--- src/rtl/pixel_op_sequencer.sv ---
// rtl/pixel_op_sequencer.sv - frame sequencer streaming source pixels through a registered pixel operator
`timescale 1ns/1ps
//
// Reads NUM_PIX pixels starting at src_base, one per cycle, and feeds them to an
// external registered pixel operator. It writes each operator result to dst_base + k
// and raises done for one cycle when the frame is finished. The operator config is
// latched when start is accepted.
//
// Ports:
//   clk, rst_n                      clock, asynchronous active-low reset
//   start, abort                    frame start (IDLE only), early stop (RUN only)
//   cfg_select/value/threshold      operator configuration, latched on start
//   src_base, dst_base              first source / destination address
//   rd_en, rd_addr, rd_data         source memory port (1-cycle read latency)
//   op_inbyte, op_select,
//   op_value, op_threshold,
//   op_outbyte                      pixel operator connection (1-cycle latency)
//   wr_en, wr_addr, wr_data         destination memory write port
//   busy, done, aborted, pix_count  frame status

module pixel_op_sequencer #(
    parameter int ADDR_W  = 16,
    parameter int NUM_PIX = 1024
) (
    input  logic              clk,
    input  logic              rst_n,
    input  logic              start,
    input  logic              abort,
    input  logic [1:0]        cfg_select,
    input  logic [7:0]        cfg_value,
    input  logic [7:0]        cfg_threshold,
    input  logic [ADDR_W-1:0] src_base,
    input  logic [ADDR_W-1:0] dst_base,
    output logic              rd_en,
    output logic [ADDR_W-1:0] rd_addr,
    input  logic [7:0]        rd_data,
    output logic [7:0]        op_inbyte,
    output logic [1:0]        op_select,
    output logic [7:0]        op_value,
    output logic [7:0]        op_threshold,
    input  logic [7:0]        op_outbyte,
    output logic              wr_en,
    output logic [ADDR_W-1:0] wr_addr,
    output logic [7:0]        wr_data,
    output logic              busy,
    output logic              done,
    output logic              aborted,
    output logic [ADDR_W:0]   pix_count
);

    typedef enum logic [1:0] {
        S_IDLE  = 2'd0,
        S_RUN   = 2'd1,
        S_DRAIN = 2'd2,
        S_DONE  = 2'd3
    } state_t;

    localparam logic [ADDR_W-1:0] LAST_IDX = ADDR_W'(NUM_PIX - 1);

    state_t            state;
    state_t            next_state;
    logic [ADDR_W-1:0] src_q;
    logic [ADDR_W-1:0] dst_q;
    logic [ADDR_W-1:0] issue_idx;
    logic              v1;
    logic              v2;
    logic [ADDR_W-1:0] k1;
    logic [ADDR_W-1:0] k2;
    logic              last_issue;

    assign last_issue = (issue_idx == LAST_IDX);

    always_comb begin
        next_state = state;
        case (state)
            S_IDLE:  if (start) next_state = S_RUN;
            S_RUN:   if (last_issue || abort) next_state = S_DRAIN;
            // v2 follows v1 one cycle later, so once v1 is clear the final
            // write is happening this cycle and DONE can follow immediately.
            S_DRAIN: if (!v1) next_state = S_DONE;
            S_DONE:  next_state = S_IDLE;
            default: next_state = S_IDLE;
        endcase
    end

    always_ff @(posedge clk or negedge rst_n) begin
        if (!rst_n) begin
            state        <= S_IDLE;
            src_q        <= '0;
            dst_q        <= '0;
            op_select    <= '0;
            op_value     <= '0;
            op_threshold <= '0;
            issue_idx    <= '0;
            v1           <= 1'b0;
            v2           <= 1'b0;
            k1           <= '0;
            k2           <= '0;
            pix_count    <= '0;
            aborted      <= 1'b0;
        end else begin
            state <= next_state;
            v1    <= (state == S_RUN);
            k1    <= issue_idx;
            v2    <= v1;
            k2    <= k1;
            if (v2) pix_count <= pix_count + (ADDR_W+1)'(1);
            case (state)
                S_IDLE: begin
                    if (start) begin
                        src_q        <= src_base;
                        dst_q        <= dst_base;
                        op_select    <= cfg_select;
                        op_value     <= cfg_value;
                        op_threshold <= cfg_threshold;
                        issue_idx    <= '0;
                        pix_count    <= '0;
                        aborted      <= 1'b0;
                    end
                end
                S_RUN: begin
                    issue_idx <= issue_idx + ADDR_W'(1);
                    // An abort on the final issue ends the frame normally.
                    if (abort && !last_issue) aborted <= 1'b1;
                end
                default: ;
            endcase
        end
    end

    assign rd_en   = (state == S_RUN);
    assign rd_addr = src_q + issue_idx;
    assign busy    = (state == S_RUN) || (state == S_DRAIN);
    assign done    = (state == S_DONE);

    // Data paths are qualified by their valid so idle and reset leave them at zero.
    assign op_inbyte = v1 ? rd_data : 8'h00;
    assign wr_en     = v2;
    assign wr_addr   = dst_q + k2;
    assign wr_data   = v2 ? op_outbyte : 8'h00;

endmodule

--- config.mk ---
export PLATFORM = sky130hd
export DESIGN_NAME = pixel_op_sequencer
export DESIGN_NICKNAME = d
export VERILOG_FILES = /design/src/rtl/pixel_op_sequencer.sv
export SDC_FILE = /design/constraint.sdc
export NUM_CORES = 1
export LEC_CHECK = 0
export ABC_AREA = 0
export CORE_MARGIN = 2
export CORE_UTILIZATION = 44
export DETAILED_ROUTE_END_ITERATION = 6
export PLACE_DENSITY_LB_ADDON = 0.05
export SLEW_MARGIN = 10
export SYNTH_ARGS = -nofsm -noshare
export SYNTH_HDL_FRONTEND = slang
export SYNTH_SLANG_ARGS = --single-unit
--- constraint.sdc ---
create_clock -name clk -period 2.5 [get_ports clk]
set_clock_uncertainty 0.1 [all_clocks]
set_input_delay 0.25 -clock clk [delete_from_list [all_inputs] [get_ports clk]]
set_output_delay 0.25 -clock clk [all_outputs]
set_load 0.02 [all_outputs]
==> results of run 1 <==
worst max-delay path, stage by stage (launching register included):
cell      delay [ps]
dfrtp_1          380
ha_2             200
fa_2             350
a211oi_2         210
nor2_1            90
o31a_4           310
nand3_2           90
nor3_1            60
a211oi_2         210
xnor2_2          140
buf_4            150
power breakdown:
group	internal (uW)	switching, uW	leakage, uW
combinational	2250	2570	0.00271
sequential	2460	380	0.00158
clock	1470	916	0.000268
registers in the layout (all words and copies together), names as in the netlist, 2 cells and up:
name,count
op_threshold,8
k1,16
dst_q,16
pix_count,17
op_select,2
src_q,16
state,2
op_value,8
k2,16
issue_idx,16
worst min path at each step:
stage	start	to	slack [ps]	cells past startpoint
6_report	rst_n	op_threshold[1]	250	2
5_1_grt	k1[3]	k2[3]	260	0
4_1_cts	rst_n	op_threshold[1]	240	2
3_5_place_dp	rst_n	op_threshold[1]	140	1
3_3_place_gp	rst_n	op_threshold[1]	130	1
2_1_floorplan	rst_n	aborted	-150	0
area by class of cell:
type	count	area (um^2)
timing repair buffer	254	2270
sequential	120	3000
fill	1068	4060
clock buffer	17	425
inverter	13	48.8
clock inverter	14	151
multi-input combinational	489	3170
tap	176	220
layer usage:
metal  track usage (%)  share of wire (%)  vias up
li1                  -                  -     2650
met2              36.4                 49      140
met3              5.73                5.2       19
met5                 0                  0        -
met1              28.0                 44     2534
met4              6.75                1.3        0
cells by family (layout without fill, tap and decap cells):
group / after synthesis / after routing / share of synthesized area, %
AND/OR/NAND/NOR: 304 / 304 / 22.1
flip-flops: 120 / 120 / 49.5
AO/OA/AOI/OAI: 96 / 96 / 10.9
XOR/XNOR: 50 / 50 / 7.22
adder cells (fa/ha/maj): 38 / 38 / 8.09
buffers and inverters: 31 / 298 / 2.00
multiplexers: 1 / 1 / 0.165
through the flow:
| stage | hold slack, ps | instances | area [um^2] | utilization [%] | TNS, ps |
|---|---|---|---|---|---|
| 6_report | 245 | 1083 | 9290 | 69.6 | -5990 |
| 5_1_grt | 258 | 1083 | 9290 | 69.6 | -8850 |
| 2_1_floorplan | -146 | 640 | 6080 | - | 0 |
| 3_5_place_dp | 141 | 1033 | 8410 | 63.0 | -7150 |
| 3_3_place_gp | 133 | 1033 | 8410 | 63.0 | -6330 |
| 4_1_cts | 241 | 1076 | 9180 | 68.7 | -6010 |
timing repair:
| item | CTS | global route |
|---|---|---|
| hold buffers | 1 | 0 |
| pin swaps | 45 | 25 |
| endpoints found under the hold margin | 33 | 0 |
| buffers inserted | 13 | 9 |
| resized for setup | 168 | 29 |
| setup endpoints to repair | 30 | 39 |
cells in the final DEF, fill, tap and decap left out, types with 3 or more instances in the layout:
cell type | Yosys | layout
o21ai_2 | 2 | 9
a21oi_2 | 2 | 6
and2_1 | 20 | 19
nand3_1 | 14 | 14
xnor2_2 | 0 | 6
ha_4 | 0 | 5
dfrtp_1 | 120 | 120
nand2b_1 | 4 | 4
nand4_1 | 10 | 10
o21ai_0 | 23 | 19
buf_6 | 0 | 7
clkinvlp_4 | 0 | 5
inv_6 | 0 | 3
o21a_1 | 4 | 4
a21o_1 | 8 | 8
ha_1 | 36 | 29
buf_4 | 0 | 112
a21oi_1 | 26 | 21
a211oi_2 | 3 | 5
inv_1 | 13 | 11
clkdlybuf4s50_1 | 0 | 126
and3_1 | 4 | 4
nand2_1 | 179 | 179
clkbuf_16 | 0 | 17
nor3_1 | 5 | 4
xor2_1 | 29 | 29
a31oi_1 | 4 | 4
or3_1 | 4 | 4
dlygate4sd2_1 | 0 | 3
clkbuf_2 | 1 | 3
nor2_1 | 51 | 47
xnor2_1 | 21 | 15
nor2_2 | 1 | 4
==> results.cfg, run 1 <==
[grt]
grt_max_degree = 69
grt_pass1_wl_um = 25300
antenna_found_initial = 0
grt_usage_pct = 21.9
globalRouteOverflowTotal = 0
grt_pass1_vias = 5462

[sta]
slew_headroom_pct = 52.0
period_needed_ps = 2950
slew_viol_final = 0
min_period_over_period_pct = 118
max_clock_freq_mhz = 338
rsz0062_at_grt = true
hold_violations = 0
worst_slack_ps = -455
setup_viol = 22
worst_pin_slew_ps = 720

[placement]
dp_hpwl_um = 11000
io_buffers = 157
pre_cts_ws_ps = -524
gp_congestion = 0.817

[critical_path]
end_kind = output pin
crit_arrival_ps = 2600
critPathLaunch = src_q[0]
r2r_setup_slack_ps = 240
crit_fanout = 4
r2r_cells = 9
rr_endpoint = issue_idx[13]
critPathCapture = rd_addr[14]
rr_startpoint = state[1]
startpoint_type = flop
cp.required_ps = 2150
critPathKind = flop to output pin

[detailed_routing]
wl_um = 15400
drc = 0
vias = 5343
wire_per_inst_um = 14.2
ant_nets = 0
dr.pass1.iters = 6
viasPerCell = 4.93
drt-initial-drc-count = 233

[layout]
nets = 1003
area_growth_pct = 53.2
antenna_cells = 0
drive_gt1_share_pct = 23.7

[cts]
clkTransAtPathRegs_ps = 60
ctsHtreeMaxLevel = 4
clock_path_buffers = 2
cts_sinks = 120
insertion_delay_ps = 410
cts_made_buffers = 17
cts_tree = done
root_buffer = clkbuf_16

[die]
initial_utilization_pct = 45.4
die_y_um = 121
ios = 158
core_area_um2 = 13300
num_rows = 42
die_x_um = 121
die_area_um2 = 14700

[synthesis]
synth_most_common_cell = nand2_1
ys_seq_area_share_pct = 49.5
synthDistinctLibCells = 56
syn_inst = 640
ys_warn_count = 0
yosys-top-cells-area = dfrtp_1 50%, nand2_1 11%, ha_1 7.4%, xor2_1 4.2%, nor2_1 3.2%
ys_ff_latch = 120
syn_area_um2 = 6060
syn_nets = 748
synth_ff_type = dfrtp_1
synth_edf_count = 0
synth_area_per_cell_um2 = 9.47
async_flop_share_pct = 100
yosys.area.top_type = dfrtp_1
yosys-top-cells-count = 179 x nand2_1, 120 x dfrtp_1, 51 x nor2_1
synth_top_area_share_pct = 49.5

[power]
power.density_nw_per_um2 = 1080
max-vdd-ir-drop_mv = 0.654
power_leakage_uw = 0.00456
power.total_uw = 10000

[status]
violations = negative setup slack
status = finished with violations

[job]
cap_viol_max_count = 0

[min_path]
min_path_type = input port to asynchronous set/reset pin
No activity file was read; power rests on OpenSTA's default activity.
==> inputs of run 2 (changes only) <==
CAP_MARGIN = 20   (was default)
CORE_ASPECT_RATIO = 1.4   (was default)
CORE_UTILIZATION = 46   (was 44)
CTS_BUF_LIST = sky130_fd_sc_hd__clkbuf_2   (was default)
==> results.cfg, run 2 (synthesis results as in run 1) <==
[status]
status = finished with violations
violations = negative setup slack

[detailed_routing]
ant_nets = 0
vias = 5649
drt-initial-drc-count = 230
viasPerCell = 5.06
wl_um = 17200
wire_per_inst_um = 15.4
dr.pass1.iters = 5
drc = 0

[die]
die_x_um = 101
die_area_um2 = 14100
num_rows = 49
ios = 158
initial_utilization_pct = 47.1
die_y_um = 140
core_area_um2 = 12900

[grt]
grt_pass1_wl_um = 27700
antenna_found_initial = 1
grt_max_degree = 61
globalRouteOverflowTotal = 0
grt_usage_pct = 25.0
grt_pass1_vias = 6011

[critical_path]
crit_arrival_ps = 2940
startpoint_type = flop
cp.required_ps = 2150
crit_fanout = 3
critPathKind = flop to output pin
r2r_setup_slack_ps = 390
end_kind = output pin

[job]
cap_viol_max_count = 0

[layout]
area_growth_pct = 57.5
final_common_cell = nand2_1
nets = 1058
layout_common_cells = 179 x nand2_1, 117 x dfrtp_1, 116 x clkdlybuf4s50_1, 108 x buf_4, 52 x dlygate4sd3_1
final_core_util_pct = 74.2
largest_register = pix_count
largest_reg_flops = 17
instances_no_fill = 1117
drive_gt1_share_pct = 23.6

[power]
power_leakage_uw = 0.00483
power.total_uw = 9110
max-vdd-ir-drop_mv = 0.557
power.density_nw_per_um2 = 954

[cts]
ctsHtreeMaxLevel = 4
cts_tree = done
clkTransAtPathRegs_ps = 190
cts_made_buffers = 17
insertion_delay_ps = 700
cts_sinks = 120
clock_path_buffers = 2
root_buffer = clkbuf_2

[placement]
place_inst = 1019
dp_hpwl_um = 12100
pre_cts_ws_ps = -510
gp_congestion = 0.897
io_buffers = 157

[sta]
fin_tns_setup_ps = -14290
period_needed_ps = 3290
min_period_over_period_pct = 132
worst_pin_slew_ps = 927
worst_slack_ps = -795
max_clock_freq_mhz = 304
rsz0062_at_grt = true
slew_headroom_pct = 38.0
slew_viol_final = 0
hold_violations = 0
setup_viol = 25

[min_path]
min_path_type = input port to flop
[run 2: changes by cell type in the layout (fill, tap and decap cells not counted), sizes merged]
cell and change:
diode +1, dlygate4sd2 -1, clkinvlp +2, clkbuf -2
buf +10, clkdlybuf4s50 -10, dlygate4sd3 +51, dlymetal6s2s +8
bufinv -1, inv -1
[run 2: final timing paths]
check,start,endpoint,cells after the start
hold / removal,abort,aborted,3
min in group asynchronous,rst_n,op_threshold[6],4
setup / recovery,dst_q[0],wr_addr[12],12
max in group asynchronous,rst_n,pix_count[2],4
hold reg to reg,k1[3],k2[3],0
setup reg to reg,state[0],issue_idx[11],5
[run 2: final cells by class]
| type | instances | area, um^2 |
|---|---|---|
| diodes | 1 | 2.50 |
| clock buffers | 18 | 90.1 |
| clock inverters | 14 | 126 |
| fillers | 925 | 3330 |
| inverters | 13 | 48.8 |
| multi-input cells | 489 | 3210 |
| flip-flops and latches | 120 | 3010 |
| well taps | 153 | 191 |
| repair buffers | 309 | 2870 |
[run 2: metal layers]
| metal | up-vias | global-route usage [%] | wire (um) |
|---|---|---|---|
| met5 | - | 0 | 0 |
| met4 | 0 | 9.32 | 436 |
| met3 | 36 | 6.53 | 737 |
| met2 | 148 | 44.9 | 9150 |
| met1 | 2710 | 27.9 | 6870 |
| li1 | 2755 | - | - |
[run 2: per-stage QoR]
step,area [um^2],hold WS [ps]
detailed placement,8440,132
global route,9550,40.2
finish,9550,88.4
global placement,8440,125
floorplan,6080,-146
CTS,9340,22.5
[run 2: worst max-delay path: stages (launching register included)]
cell,delay (ps)
dfrtp_1,460
ha_4,180
inv_2,50
fa_2,230
nor2b_4,50
o31a_1,260
o21ai_2,180
nand2b_4,90
a31oi_4,230
buf_4,150
o21ai_2,50
xor2_1,160
buf_4,170
[run 2: where the power goes]
group	switching, uW	internal [uW]
logic	2730	2410
registers	374	2450
clock network	784	361
total	3880	5230
[run 2: timing repair]
item,in CTS,in global routing
pin swaps,41,40
setup buffers,8,7
hold buffers,53,0
setup endpoints to repair,32,41
gates resized for setup,200,42
hold endpoints to repair,170,0
gates cloned,0,0
==> inputs of run 3 (changes only) <==
CORE_MARGIN = 1.5   (was 2)
==> results.cfg, run 3 (synthesis results as in run 1) <==
[sta]
whs_ps = 78.9
max_clock_freq_mhz = 309
period_needed_ps = 3240
setup_viol = 26
rsz0062_at_grt = true
slew_headroom_pct = 37.8
slew_viol_final = 0
hold_violations = 0
min_period_over_period_pct = 129
worst_pin_slew_ps = 929
worst_slack_ps = -737

[detailed_routing]
wire_per_inst_um = 15.0
drc = 0
drt-initial-drc-count = 193
ant_nets = 0
dr.pass1.iters = 4
wl_um = 16600
viasPerCell = 5.03
vias = 5578

[cts]
insertion_delay_ps = 630
cts_sinks = 120
clkTransAtPathRegs_ps = 170
root_buffer = clkbuf_2
clock_path_buffers = 2
cts_made_buffers = 17
ctsHtreeMaxLevel = 4
cts_tree = done

[critical_path]
critPathKind = flop to output pin
cpMostUsedCell = buf_6
cpMaxStageDelayCell = dfrtp_1
crit_arrival_ps = 2890
cp.buffers_inverters = 5
cp.required_ps = 2150
end_kind = output pin
critPathMaxStageDelay_ps = 430
path_cells = ha_2 -> buf_4 -> buf_6 -> buf_6 -> a211oi_2 -> o21bai_1 -> a21oi_2 -> a21oi_4 -> buf_6 -> a211oi_4 -> xnor2_1 -> buf_4
crit_fanout = 4
startpoint_type = flop
crit_family = compound AO/OA/AOI/OAI gates

[grt]
grt_usage_pct = 24.9
grt_max_degree = 77
antenna_found_initial = 1
grt_pass1_vias = 5842
globalRouteOverflowTotal = 0
grt_pass1_wl_um = 27400

[min_path]
min_path_type = input port to flop

[layout]
largest_register = pix_count
largest_reg_flops = 17
fin_area_um2 = 9440
area_growth_pct = 55.7
final_common_cell = nand2_1
layout_common_cells = 178 x nand2_1, 119 x clkdlybuf4s50_1, 118 x dfrtp_1, 106 x buf_4, 46 x dlygate4sd3_1
drive_gt1_share_pct = 23.2
nets = 1050

[placement]
gp_congestion = 0.875
dp_hpwl_um = 11700
io_buffers = 157
pre_cts_ws_ps = -517
placed_area_um2 = 8380

[status]
violations = negative setup slack
status = finished with violations

[die]
die_y_um = 139
num_rows = 49
die_area_um2 = 13900
ios = 158
die_x_um = 100
core_area_um2 = 12900
initial_utilization_pct = 47.1

[job]
cap_viol_max_count = 0

[power]
max-vdd-ir-drop_mv = 0.490
power.density_nw_per_um2 = 948
power_leakage_uw = 0.00475
==> run 3: changes by cell type in the layout (fill, tap and decap cells not counted), sizes merged <==
cell	before	now
clkdlybuf4s50	116	119
buf	131	128
bufinv	1	2
dlymetal6s2s	8	5
clkbuf	18	21
dlygate4sd3	52	46
inv	15	13
clkinvlp	7	3
clkinv	4	6
==> run 3: area by class of cell <==
class | count | area [um^2]
repair buffers | 301 | 2790
clock buffers | 20 | 100
well taps | 153 | 191
diodes | 1 | 2.50
multi-input cells | 489 | 3200
clock inverters | 11 | 108
inverters | 13 | 48.8
flip-flops and latches | 120 | 3010
fillers | 984 | 3430
==> run 3: worst min-delay path, stage by stage <==
cell             delay, ps
clkdlybuf4s50_1        410
nand2_1                 80
nand2_1                 50
==> run 3: repair_timing <==
action                                  4_1_cts  5_1_grt
buffers inserted                             10       11
endpoints found under the hold margin       164        0
resized for setup                           200       39
pin swaps                                    32       31
endpoints found under the setup margin       32       35
hold buffers                                 47        0
cloned                                        0        0
==> run 3: metrics by stage <==
| step | instances | total power, uW | TNS (ps) | utilization [%] |
|---|---|---|---|---|
| final | 1108 | 8960 | -12850 | 73.3 |
| after global routing | 1108 | 9580 | -17840 | 73.3 |
| after CTS | 1099 | 8910 | -13670 | 71.9 |
| after detailed placement | 1012 | 7560 | -6850 | 65.1 |
| after global placement | 1012 | 7420 | -5620 | 65.1 |
| after floorplan | 640 | 5350 | 0 | - |
==> run 3: path summary, 6_finish.rpt <==
kind	cells past startpoint	startpoint	slack, ps	endpoint
max reg2reg	9	state[1]	410	issue_idx[15]
max in group asynchronous	4	rst_n	1240	src_q[1]
min in group asynchronous	3	rst_n	440	aborted
max	12	src_q[0]	-740	rd_addr[15]
min reg2reg	0	k1[5]	250	k2[5]
min	3	dst_base[9]	80	dst_q[9]
==> run 3: power by group <==
group          internal [uW]  leakage (uW)  switching, uW
Sequential              2450       0.00158            370
Clock                    446      0.000126            682
Combinational           2330       0.00305           2680
==> run 3: routing by layer <==
metal,vias to the layer above,GRT usage (%),part of all wire [%]
met3,29,6.20,4.2
met2,144,44.7,54
met1,2662,28.4,39
met5,-,0,0
met4,0,8.52,2.7
li1,2743,-,-
